$ cat src/rtl/buzzer_pkg.sv
// Shared definitions for the buzzer path: event field positions, sequencer
// state encodings and chromatic note codes. Also a helper that pulls the
// duration out of an event word, with a zero duration promoted to one tick.
package buzzer_pkg;

    // Event word layout: [15] sound/rest, [14:8] duration, [7:4] octave, [3:0] note
    localparam int EVT_NOTE_LSB = 0;
    localparam int EVT_NOTE_MSB = 3;
    localparam int EVT_OCT_LSB  = 4;
    localparam int EVT_OCT_MSB  = 7;
    localparam int EVT_DUR_LSB  = 8;
    localparam int EVT_DUR_MSB  = 14;
    localparam int EVT_SND      = 15;

    typedef enum logic [1:0] {
        IDLE = 2'd0,
        PLAY = 2'd1,
        GAP  = 2'd2
    } seq_state_e;

    localparam logic [3:0] NOTE_C  = 4'd0;
    localparam logic [3:0] NOTE_CS = 4'd1;
    localparam logic [3:0] NOTE_D  = 4'd2;
    localparam logic [3:0] NOTE_DS = 4'd3;
    localparam logic [3:0] NOTE_E  = 4'd4;
    localparam logic [3:0] NOTE_F  = 4'd5;
    localparam logic [3:0] NOTE_FS = 4'd6;
    localparam logic [3:0] NOTE_G  = 4'd7;
    localparam logic [3:0] NOTE_GS = 4'd8;
    localparam logic [3:0] NOTE_A  = 4'd9;
    localparam logic [3:0] NOTE_AS = 4'd10;
    localparam logic [3:0] NOTE_B  = 4'd11;

    // A zero duration would never expire, so it plays as a single tick.
    function automatic logic [6:0] evt_dur(input logic [15:0] ev);
        logic [6:0] d;
        d = ev[EVT_DUR_MSB:EVT_DUR_LSB];
        return (d == 7'd0) ? 7'd1 : d;
    endfunction

endpackage

$ cat src/rtl/sync_fifo.sv
// Synchronous FIFO holding queued note events.
// Ports: clk/rst (async high reset), clr (synchronous empty), push/wdata,
// pop, rdata (current head), count (occupancy), full, empty.
// A push while full and a pop while empty are ignored; there is no
// fall-through, so data pushed into an empty FIFO is poppable next cycle.
module sync_fifo #(
    parameter int WIDTH = 16,
    parameter int DEPTH = 16
) (
    input  logic                     clk,
    input  logic                     rst,
    input  logic                     clr,
    input  logic                     push,
    input  logic [WIDTH-1:0]         wdata,
    input  logic                     pop,
    output logic [WIDTH-1:0]         rdata,
    output logic [$clog2(DEPTH):0]   count,
    output logic                     full,
    output logic                     empty
);
    localparam int AW = $clog2(DEPTH);

    logic [WIDTH-1:0] mem_q [DEPTH];
    logic [AW-1:0]    wptr_q, rptr_q;
    logic [AW:0]      cnt_q;
    logic             do_push, do_pop;

    assign full    = (cnt_q == (AW+1)'(DEPTH));
    assign empty   = (cnt_q == '0);
    assign do_push = push && !full;
    assign do_pop  = pop && !empty;
    assign rdata   = mem_q[rptr_q];
    assign count   = cnt_q;

    always_ff @(posedge clk or posedge rst) begin
        if (rst) begin
            wptr_q <= '0;
            rptr_q <= '0;
            cnt_q  <= '0;
        end else if (clr) begin
            wptr_q <= '0;
            rptr_q <= '0;
            cnt_q  <= '0;
        end else begin
            // Pointers are AW bits wide so they wrap modulo DEPTH for free.
            if (do_push) wptr_q <= wptr_q + 1'b1;
            if (do_pop)  rptr_q <= rptr_q + 1'b1;
            if (do_push && !do_pop)      cnt_q <= cnt_q + 1'b1;
            else if (do_pop && !do_push) cnt_q <= cnt_q - 1'b1;
        end
    end

    // Storage needs no reset; occupancy alone defines what is valid.
    always_ff @(posedge clk) begin
        if (do_push && !clr) mem_q[wptr_q] <= wdata;
    end

endmodule

$ cat src/rtl/note_sequencer.sv
// Note sequencer: plays queued timed note events into the buzzer.
// Ports: clk/rst (async high reset); wr_valid/wr_data/wr_ready event write
// port; play_en (consume level); flush (empty queue, abort event);
// buzzer_note/buzzer_en to the buzzer; busy (PLAY or GAP); fifo_count;
// underrun (sticky, queue ran dry while playing, cleared by flush).
module note_sequencer
    import buzzer_pkg::*;
#(
    parameter int TICK_DIV  = 50000,
    parameter int DEPTH     = 16,
    parameter int GAP_TICKS = 0
) (
    input  logic                    clk,
    input  logic                    rst,
    input  logic                    wr_valid,
    input  logic [15:0]             wr_data,
    output logic                    wr_ready,
    input  logic                    play_en,
    input  logic                    flush,
    output logic [7:0]              buzzer_note,
    output logic                    buzzer_en,
    output logic                    busy,
    output logic [$clog2(DEPTH):0]  fifo_count,
    output logic                    underrun
);
    localparam int PW = (TICK_DIV > 1) ? $clog2(TICK_DIV) : 1;

    seq_state_e     state_q, state_d;
    logic [PW-1:0]  presc_q, presc_d;
    logic [6:0]     dur_q, dur_d;
    logic [15:0]    gap_q, gap_d;
    logic [7:0]     note_q, note_d;
    logic           en_q, en_d;
    logic           under_q, under_d;

    logic [15:0]    head;
    logic           full, empty, pop, tick, load, done;

    sync_fifo #(.WIDTH(16), .DEPTH(DEPTH)) u_fifo (
        .clk   (clk),
        .rst   (rst),
        .clr   (flush),
        .push  (wr_valid && !flush),
        .wdata (wr_data),
        .pop   (pop),
        .rdata (head),
        .count (fifo_count),
        .full  (full),
        .empty (empty)
    );

    assign wr_ready    = !full;
    assign buzzer_note = note_q;
    assign buzzer_en   = en_q;
    assign busy        = (state_q != IDLE);
    assign underrun    = under_q;
    assign tick        = (presc_q == PW'(TICK_DIV - 1));

    always_comb begin
        state_d = state_q;
        presc_d = presc_q;
        dur_d   = dur_q;
        gap_d   = gap_q;
        note_d  = note_q;
        en_d    = en_q;
        under_d = under_q;
        pop     = 1'b0;
        load    = 1'b0;
        done    = 1'b0;

        unique case (state_q)
            IDLE: load = play_en && !empty;
            PLAY: begin
                presc_d = tick ? '0 : presc_q + 1'b1;
                if (tick) begin
                    dur_d = dur_q - 1'b1;
                    if (dur_q == 7'd1) begin
                        en_d = 1'b0;
                        if (GAP_TICKS > 0) begin
                            state_d = GAP;
                            gap_d   = '0;
                        end else begin
                            done = 1'b1;
                        end
                    end
                end
            end
            GAP: begin
                presc_d = tick ? '0 : presc_q + 1'b1;
                if (tick) begin
                    gap_d = gap_q + 16'd1;
                    if (gap_q == 16'(GAP_TICKS - 1)) done = 1'b1;
                end
            end
            default: state_d = IDLE;
        endcase

        // End of an event: chain straight into the next one if available.
        if (done) begin
            if (play_en && !empty) begin
                load = 1'b1;
            end else begin
                state_d = IDLE;
                en_d    = 1'b0;
                if (play_en) under_d = 1'b1;
            end
        end

        if (load) begin
            pop     = 1'b1;
            state_d = PLAY;
            note_d  = head[EVT_OCT_MSB:EVT_NOTE_LSB];
            en_d    = head[EVT_SND];
            presc_d = '0;
            dur_d   = evt_dur(head);
        end

        // Flush wins over everything; note output keeps its last value.
        if (flush) begin
            pop     = 1'b0;
            state_d = IDLE;
            en_d    = 1'b0;
            under_d = 1'b0;
            presc_d = '0;
            dur_d   = '0;
            gap_d   = '0;
        end
    end

    always_ff @(posedge clk or posedge rst) begin
        if (rst) begin
            state_q <= IDLE;
            presc_q <= '0;
            dur_q   <= '0;
            gap_q   <= '0;
            note_q  <= '0;
            en_q    <= 1'b0;
            under_q <= 1'b0;
        end else begin
            state_q <= state_d;
            presc_q <= presc_d;
            dur_q   <= dur_d;
            gap_q   <= gap_d;
            note_q  <= note_d;
            en_q    <= en_d;
            under_q <= under_d;
        end
    end

endmodule

$ cat config.mk
export PLATFORM = sky130hd
export DESIGN_NAME = note_sequencer
export DESIGN_NICKNAME = d
export VERILOG_FILES = /design/src/rtl/buzzer_pkg.sv /design/src/rtl/sync_fifo.sv /design/src/rtl/note_sequencer.sv
export SDC_FILE = /design/constraint.sdc
export NUM_CORES = 1
export LEC_CHECK = 0
export BUFFER_PORTS_ARGS = -buffer_cell sky130_fd_sc_hd__buf_2
export CAP_MARGIN = 40
export CORE_AREA = 10 10 177 163
export CTS_CLUSTER_SIZE = 14
export DETAILED_ROUTE_END_ITERATION = 8
export DIE_AREA = 0 0 187 173
export GPL_TIMING_DRIVEN = 0
export PLACE_DENSITY_LB_ADDON = 0.08
export SLEW_MARGIN = 20
export SYNTH_ARGS = -nofsm -noshare
export SYNTH_HDL_FRONTEND = slang
export SYNTH_HIERARCHICAL = 1
export SYNTH_SLANG_ARGS = --single-unit
$ cat constraint.sdc
create_clock -name clk -period 7.8 [get_ports clk]
set_input_delay 1.56 -clock clk [delete_from_list [all_inputs] [get_ports clk]]
set_output_delay 1.56 -clock clk [all_outputs]
set_load 0.1 [all_outputs]
==> impl_metrics.ini, run 1 <==
[power]
switchingPower_mw = 1.38
cellLeakagePower_nw = 5.25
p_int_mw = 3.14
p_sw_share_pct = 30.6
power_density_mw_per_mm2 = 292
seqPwrFrac_pct = 43.7
p_clk_share_pct = 32.8
ir_worst_vdd_mv = 0.233
p_comb_share_pct = 23.5

[floorplan]
die_x_um = 187
dieArea_mm2 = 0.0324
core_mm2 = 0.0249
num_rows = 55
dieHeight_um = 173
start_util_pct = 54.6
top_level_ports = 38

[job]
max_cap_violations = 0

[critical_path]
r2r_cells = 15
reg2reg_slack_ps = 3170
critPathMaxFanout = 10
reg2reg_from = u_fifo/count[0]$_DFFE_PP0P_
r2r_end = u_fifo/count[4]$_DFFE_PP0P_
path_class = flip-flop to flip-flop
worstPathRequired_ps = 8270
cp-start-kind = flip-flop
arrival_ps = 5100
end_kind = flip-flop

[synth]
synth_seq_cells = 320
syn_inst = 778
synth_warnings = 6
synth-edff-count = 256
yosysTopAreaCellShare_pct = 56.5
ys_top_cells_by_area = edfxtp_1, dfrtp_1, mux4_2, mux4_1, ha_1
dominantRegCellSynth = edfxtp_1
syn-num-nets = 817
syn_area_mm2 = 0.0136
yosys.area.top_type = edfxtp_1
yosysMostFrequentCell = edfxtp_1
synth.distinct_cells = 63
yosysSeqAreaShare_pct = 68.3
synth_area_per_cell_um2 = 17.5
synth_common_cells = edfxtp_1, mux4_2, dfrtp_1, nor2_1, nand2_1
async_flop_share_pct = 20.0

[cts]
clk_transition_reported_paths_ps = 60
clk_latency_ps = 570
cts_setup_buffers = 0
root_buffer = clkbuf_16
cts_hold_buffers = 0
clk_path_buf_depth = 3
cts_resized = 0
htreeDepth = 1
cts_sinks = 320
cts_tree = done
numCtsBuffers = 31

[route]
ant_nets = 0
vias = 7537
drt_iter0_drc = 701
drt_wl_total_mm = 30.8
avgViaCountPerCell = 6.12
dr.pass1.iters = 5
drc = 0
wl_per_cell_um = 25.0

[sta]
fin_crit_ps = 4630
rsz0062_at_grt = false
hold_viol_final = 0
worst_pin_slew_ps = 821
maxSlewHeadroom_pct = 44.8
min_period_over_period_pct = 59.3
fmax_ghz = 0.216
tns_ps = 0
setup_viol = 0
finalClockSkew_ps = 9.47
finalMaxSlewViolations = 0

[global_route]
grt_max_degree = 44
grt_pass1_wl_mm = 47.4
antenna_found_initial = 1
grt_util_all_layers_pct = 19.0
gr-total-overflow = 0
grt_pass1_vias = 7692

[finish]
final_cells = 1232
drive_gt1_share_pct = 24.5
nNetsFinal = 903
num-fill-cells = 1818
area_delta_synth_final_pct = 13.9

[hold_path]
hp-class = flip-flop to flip-flop
holdPathEnd = underrun$_DFFE_PP0P_
hold_start = underrun$_DFFE_PP0P_
whs_path_depth = 2

[placement]
dpl.hpwl_mm = 20.1
routabilityCongestion = 0.842
io_buffers = 37
placedCellCount = 1172

[outcome]
status = finished, final reports clean
## power groups by stage
stage                     Combinational (mW)  Clock (mW)  Sequential, mW
after floorplan                        0.574           0            2.24
after CTS                               1.07        1.51            1.98
after global routing                    1.13        1.58            1.99
final                                   1.06        1.49            1.98
after global placement                  1.04           0            2.01
after detailed placement                1.06           0            2.01
## worst max-delay path, cell delays in order, from the launching register on
cell and delay (ps):
dfrtp_1 480, or4_1 550, clkbuf_1 190, nor2_1 270
nor2b_1 190, o21ai_4 280, buf_6 260, nor2_1 50
clkbuf_1 250, o41ai_1 150, nand2_1 250, fa_1 510
a21o_1 210, a2111oi_0 480, o21ai_0 170, a31oi_1 210
## worst max-delay path by stage
stage                                         endpoint  cells after the start  slack [ps]                        start
after floorplan           u_fifo/mem_q[1][0]$_DFFE_PP_                      6        3450                        flush
after global routing       u_fifo/count[4]$_DFFE_PP0P_                     15        2880  u_fifo/count[0]$_DFFE_PP0P_
after global placement    u_fifo/mem_q[0][2]$_DFFE_PP_                      7        1220                        flush
final                      u_fifo/count[4]$_DFFE_PP0P_                     15        3170  u_fifo/count[0]$_DFFE_PP0P_
after CTS                  u_fifo/count[4]$_DFFE_PP0P_                     15        3330  u_fifo/count[0]$_DFFE_PP0P_
after detailed placement  u_fifo/mem_q[3][1]$_DFFE_PP_                     10        2980                        flush
## metrics by stage
step	area [um2]	utilization, %	worst slack, ps	power (mW)	hold WS [ps]
global placement	14200	57.0	1220	3.05	475
CTS	15500	62.1	3330	4.56	503
finish	15500	62.2	3170	4.53	498
detailed placement	14500	58.0	2980	3.08	488
global route	15500	62.2	2880	4.70	529
floorplan	13600	-	3450	2.82	489
## routing by layer
layer  GRT usage (%)  vias up  wire, um
met4            3.79        0       532
li1                -     3292         -
met5               0        -         0
met2            30.3      232     14700
met1            27.1     3971     13700
met3            3.34       42      1860
## cells by family (layout without fill, tap and decap cells)
| group | Yosys count | after routing | share of synthesized area (%) |
|---|---|---|---|
| simple gates | 185 | 185 | 7.31 |
| mux | 95 | 95 | 14.8 |
| fa+ha+maj | 18 | 18 | 1.71 |
| flops | 320 | 320 | 68.3 |
| buf+inv | 56 | 167 | 2.37 |
| compound gates | 78 | 78 | 3.78 |
| other cells | 0 | 1 | 0 |
| xor+xnor | 26 | 26 | 1.67 |
## final cells by class
type | count | area (um2) | share of cell area [%]
sequential | 320 | 9290 | 60.0
clock buffer | 46 | 872 | 5.63
multi-input combinational | 402 | 4080 | 26.3
buffer | 36 | 248 | 1.60
inverter | 20 | 77.6 | 0.501
timing repair buffer | 53 | 352 | 2.27
clock inverter | 12 | 144 | 0.929
antenna | 1 | 2.50 | 0.0162
tap | 342 | 428 | 2.76
## sequential cells by signal, indices dropped and copies added (netlist names)
register / count
dur_q: 7
buzzer_en: 1
underrun: 1
u_fifo/count: 5
u_fifo/mem_q: 256
presc_q: 16
buzzer_note: 8
gap_q: 16
u_fifo/rptr_q: 4
state_q: 2
u_fifo/wptr_q: 4
## placed cells by master (no fill, tap or decap), types with 4 or more instances in the layout
master | netlist | layout
edfxtp_1 | 256 | 256
mux4_2 | 67 | 67
dfrtp_1 | 64 | 64
buf_2 | 9 | 46
nor2_1 | 47 | 35
nand2_1 | 33 | 33
clkbuf_16 | 0 | 31
clkbuf_1 | 15 | 26
nand3_1 | 22 | 22
a21oi_1 | 20 | 20
xor2_1 | 20 | 20
o21ai_0 | 19 | 19
inv_1 | 20 | 19
nand4_1 | 18 | 18
ha_1 | 17 | 17
buf_4 | 4 | 14
mux4_1 | 13 | 13
a211oi_1 | 10 | 10
nor2_4 | 0 | 8
and3_1 | 7 | 7
mux2_2 | 7 | 7
nor2b_1 | 6 | 6
nor3_1 | 10 | 6
nor4_1 | 6 | 6
buf_6 | 3 | 6
o211ai_1 | 6 | 6
xnor2_1 | 6 | 6
a21o_1 | 5 | 5
or3_1 | 5 | 5
o31ai_1 | 5 | 5
nand2b_1 | 5 | 5
clkinv_1 | 0 | 5
and2_1 | 4 | 4
or4_1 | 4 | 4
mux2i_1 | 4 | 4
clkbuf_8 | 0 | 4
nor2_2 | 0 | 4
nor3_2 | 0 | 4
Power figures use the tool's default switching activity.
==> inputs of run 2 (changes only) <==
clock period = 4 ns   (was 7.8 ns; I/O delays follow)
==> run 2 against run 1 <==
  * Total power grew 98%
  * Die area is the same
  * Global-route usage shrank 0.11 points
  * Register-to-register slack lost 3100 ps
  * Fmax grew 19%
  * Routed wire length shrank 0.69%
  * Sequential share of layout area shrank 0.37 points
  * Via count grew 0.64%
  * Sequential power grew 94%
  * Combinational power grew 100%
  * Setup slack lost 3100 ps
  * Critical path type unchanged
  * Largest cell class unchanged
  * Largest power group unchanged
==> impl_metrics.ini, run 2 (synthesis results as in run 1) <==
[outcome]
status = finished, final reports clean

[global_route]
antenna_found_initial = 0
gr-total-overflow = 0
grt_util_all_layers_pct = 18.9
grt_pass1_vias = 7802
grt_max_degree = 46
grt_pass1_wl_mm = 46.9

[route]
vias = 7585
drt_wl_total_mm = 30.6
wl_met3_mm = 1.46
ant_nets = 0
avgViaCountPerCell = 6.14
wl_met1_mm = 13.2
dr.pass1.iters = 5
wl_per_cell_um = 24.8
topRoutingLayerUsed = met4
drt_iter0_drc = 664
met2_length_mm = 15.3
drc = 0

[power]
ir_worst_vdd_mv = 0.331
finalPower_mw = 8.95
cellLeakagePower_nw = 5.29
power_density_mw_per_mm2 = 574

[floorplan]
num_rows = 55
dieArea_mm2 = 0.0324
start_util_pct = 54.6
core_mm2 = 0.0249
top_level_ports = 38
die_x_um = 187
dieHeight_um = 173

[critical_path]
critPathBufInv = 3
cp.depth = 15
crit_path_max_incr_delay_ps = 700
critical_path.top_delay_family = simple AND/OR/NAND/NOR gates
end_kind = flip-flop
worstSetupStartpoint = u_fifo/count[0]$_DFFE_PP0P_
reg2reg_from = u_fifo/count[0]$_DFFE_PP0P_
critPathMaxFanout = 10
worstPathRequired_ps = 4430
r2r_cells = 15
path_cells = or4_1, nor2_2, nor2b_2, o21ai_4, buf_6, nor2_1, clkbuf_4, o41ai_1, nand2_1, buf_4, fa_2, a21o_1, a2111oi_2, o21ai_0, a31oi_1
path_class = flip-flop to flip-flop
crit_end = u_fifo/count[4]$_DFFE_PP0P_
slowest_stage = or4_1
arrival_ps = 4330
cp-start-kind = flip-flop
r2r_end = u_fifo/count[4]$_DFFE_PP0P_
reg2reg_slack_ps = 100

[sta]
fin_ws_ps = 98.8
finalClockSkew_ps = 16.7
finalMaxSlewViolations = 0
fin_crit_ps = 3900
tns_ps = 0
setup_viol = 0
worst_pin_slew_ps = 754
hold_ws_ps = 206
min_period_over_period_pct = 97.5
fmax_ghz = 0.256
maxSlewHeadroom_pct = 49.6
hold_viol_final = 0

[finish]
n_antenna_cell = 0
final_cells = 1236
area_delta_synth_final_pct = 14.6
largestRegisters = u_fifo/mem_q: 256 flops, gap_q: 16 flops, presc_q: 16 flops
final_area_mm2 = 0.0156
largest_register_ffs = 256
drive_gt1_share_pct = 26.2
final_cell_mix = edfxtp_1, mux4_2, dfrtp_1
top_register = u_fifo/mem_q
num-fill-cells = 1772
nNetsFinal = 907
final_common_cell = edfxtp_1
final_core_util_pct = 62.6

[cts]
clk_transition_reported_paths_ps = 60
numCtsBuffers = 34
htreeDepth = 2
clk_latency_ps = 520
cts_tree = done
cts_hold_buffers = 0
clk_path_buf_depth = 3
cts_sinks = 320
root_buffer = clkbuf_16

[placement]
place_area_mm2 = 0.0145
dp_worst_setup_slack_ps = -397
placedCellCount = 1171
routabilityCongestion = 0.839
dpl.hpwl_mm = 19.7
io_buffers = 37

[job]
max_cap_violations = 0

[hold_path]
hp-class = input pin to async pin
-- run 2: metal layers --
layer,vias to the layer above,track usage (%)
met5,-,0
met4,0,5.14
met3,47,2.82
met2,224,31.9
met1,4020,25.1
li1,3294,-
-- run 2: what timing repair did --
action / in CTS / in global routing
pin swaps: 0 / 2
resized for setup: 4 / 7
buffers inserted: 2 / 2
endpoints found under the setup margin: 3 / 2
cloned: 0 / 0
-- run 2: worst min-delay path by stage --
stage	start	endpoint	slack (ps)	cells past startpoint
2_1_floorplan	presc_q[0]$_DFFE_PP0P_	presc_q[0]$_DFFE_PP0P_	490	1
3_3_place_gp	underrun$_DFFE_PP0P_	underrun$_DFFE_PP0P_	470	2
3_5_place_dp	underrun$_DFFE_PP0P_	underrun$_DFFE_PP0P_	480	2
4_1_cts	rst	buzzer_note[5]$_DFFE_PP0P_	200	2
5_1_grt	rst	buzzer_note[4]$_DFFE_PP0P_	210	2
6_report	rst	buzzer_note[6]$_DFFE_PP0P_	210	2
-- run 2: final cells by class --
cell class / count / area (um2) / share of cell area (%)
Buffer: 35 / 248 / 1.59
Clock buffer: 48 / 945 / 6.06
Clock inverter: 14 / 120 / 0.770
Inverter: 20 / 77.6 / 0.498
Multi-Input combinational cell: 402 / 4110 / 26.3
Sequential cell: 320 / 9290 / 59.6
Tap cell: 342 / 428 / 2.74
Timing Repair Buffer: 55 / 374 / 2.40
-- run 2: report_power, final --
part / leakage, nW / total [mW] / internal (mW) / switching, mW
combinational: 1.62 / 2.13 / 0.728 / 1.40
sequential: 3.17 / 3.85 / 3.73 / 0.118
clock: 0.509 / 2.97 / 1.73 / 1.25
==> inputs of run 3 (changes only) <==
MAX_ROUTING_LAYER = met4   (was unset)
clock period = 3.25 ns   (was 4 ns; I/O delays follow)
==> run 3 against run 2 <==
  * Register-to-register slack worse by 50 ps
  * Critical path type unchanged
  * Die area stayed put
  * Sequential share of layout area is 2.3 points lower
  * Setup slack worse by 48 ps
  * First-iteration DRC count is 1.2% higher
  * Cell area is 4.1% higher
  * Global-route usage is 0.83 points higher
  * Clock skew is 4.9 ps higher
  * Via count is 3.5% higher
==> impl_metrics.ini, run 3 (synthesis results as in run 1) <==
[sta]
rsz0062_at_grt = true
hold_viol_final = 0
fmax_ghz = 0.313
fin_crit_ps = 3200
min_period_over_period_pct = 98.4
finalMaxSlewViolations = 0
worst_pin_slew_ps = 782
setup_viol = 0
finalClockSkew_ps = 21.7
fin_ws_ps = 51.2
maxSlewHeadroom_pct = 47.4

[critical_path]
arrival_ps = 3620
cp-start-kind = flip-flop
end_kind = flip-flop
worstPathRequired_ps = 3670
reg2reg_slack_ps = 50
reg2reg_from = state_q[0]$_DFF_PP0_
critPathMaxFanout = 5
r2r_cells = 14
path_class = flip-flop to flip-flop
worstSetupStartpoint = state_q[0]$_DFF_PP0_
crit_end = u_fifo/count[4]$_DFFE_PP0P_
r2r_end = u_fifo/count[4]$_DFFE_PP0P_

[floorplan]
core_mm2 = 0.0249
dieArea_mm2 = 0.0324
dieHeight_um = 173
num_rows = 55
start_util_pct = 54.6
die_x_um = 187
top_level_ports = 38

[route]
drc = 0
dr.pass1.iters = 8
drt_wl_total_mm = 31.7
avgViaCountPerCell = 6.18
wl_per_cell_um = 25.0
drt_iter0_drc = 672
vias = 7847
ant_nets = 0

[placement]
routabilityCongestion = 0.870
io_buffers = 37
placedCellCount = 1162
dpl.hpwl_mm = 19.5
dp_worst_setup_slack_ps = -595

[global_route]
grt_pass1_wl_mm = 47.7
grt_max_degree = 30
grt_pass1_vias = 7846
gr-total-overflow = 0
grt_util_all_layers_pct = 19.7
antenna_found_initial = 2

[cts]
numCtsBuffers = 34
cts_tree = done
cts_sinks = 320
htreeDepth = 2
clk_transition_reported_paths_ps = 60
cts_hold_buffers = 0
root_buffer = clkbuf_16
clk_path_buf_depth = 3
clk_latency_ps = 520

[hold_path]
hp-class = input pin to async pin

[finish]
top_register = u_fifo/mem_q
num-fill-cells = 1739
largest_register_ffs = 256
final_cell_mix = edfxtp_1, mux4_2, dfrtp_1
multiInputGateArea_mm2 = 0.00432
area_delta_synth_final_pct = 19.4
seq_area_mm2 = 0.00931
final_common_cell = edfxtp_1
nNetsFinal = 938
largestRegisters = u_fifo/mem_q: 256 flops, gap_q: 16 flops, presc_q: 16 flops
final_cells = 1269
drive_gt1_share_pct = 31.1

[power]
power_density_mw_per_mm2 = 700
cellLeakagePower_nw = 5.49
ir_worst_vdd_mv = 0.485

[job]
max_cap_violations = 0

[outcome]
status = finished, final reports clean
[run 3: cell types whose count changed in the layout (fill, tap and decap cells not counted), sizes merged]
cell / change
clkinv: +3
inv: +1
clkinvlp: -3
diode: +2
buf: +31
clkbuf: -2
bufinv: +1
[run 3: repair_timing]
| item | in CTS | in global routing |
|---|---|---|
| pin swaps | 10 | 20 |
| cloned | 0 | 0 |
| setup buffers | 18 | 26 |
| setup endpoints to repair | 21 | 137 |
| resized for setup | 25 | 10 |
[run 3: final cells by class]
class / instances / share of cell area, %
Antenna cell: 2 / 0.0308
Tap cell: 342 / 2.64
Sequential cell: 320 / 57.3
Timing Repair Buffer: 87 / 4.86
Inverter: 20 / 0.462
Buffer: 34 / 1.50
Multi-Input combinational cell: 402 / 26.6
Clock buffer: 46 / 5.65
Clock inverter: 16 / 0.917
[run 3: layer usage]
metal	share of wire, %	GRT usage [%]
met1	42	25.9
met2	49	31.5
met3	6.8	3.30
met4	2.7	5.31
met5	0	-
[run 3: worst min-delay path by stage]
stage | cells past startpoint | slack, ps | to
4_1_cts | 2 | 200 | u_fifo/rptr_q[3]$_DFFE_PP0P_
2_1_floorplan | 1 | 490 | presc_q[0]$_DFFE_PP0P_
6_report | 2 | 190 | u_fifo/rptr_q[3]$_DFFE_PP0P_
5_1_grt | 2 | 230 | u_fifo/rptr_q[3]$_DFFE_PP0P_
3_5_place_dp | 1 | 490 | buzzer_note[4]$_DFFE_PP0P_
3_3_place_gp | 1 | 490 | buzzer_note[4]$_DFFE_PP0P_
[run 3: per-stage QoR]
stage | util [%] | TNS, ps | power, mW | cell area, um2 | hold slack [ps]
3_5_place_dp | 58.2 | -119470 | 7.45 | 14500 | 494
4_1_cts | 63.6 | -130 | 11.3 | 15800 | 197
5_1_grt | 65.2 | -85.9 | 11.8 | 16200 | 226
6_report | 65.2 | 0 | 11.4 | 16200 | 187
3_3_place_gp | 57.4 | -313440 | 7.39 | 14300 | 487
2_1_floorplan | - | -277 | 6.87 | 13700 | 489
[run 3: where the power goes]
part	internal (mW)	switching, mW
combinational	1.12	1.81
sequential	4.61	0.136
clock	2.16	1.53
total	7.88	3.48
[run 3: critical path: stages (launching register included)]
cell and delay (ps):
dfrtp_1 350, inv_1 100, ha_4 300, nand4_1 180, nor4_4 410, o21a_2 240, o21ai_4 80, nor2_4 150
o41ai_4 110, nand2_2 170, ha_4 260, a21oi_4 160, a211oi_2 100, a311o_1 330, a31oi_1 170
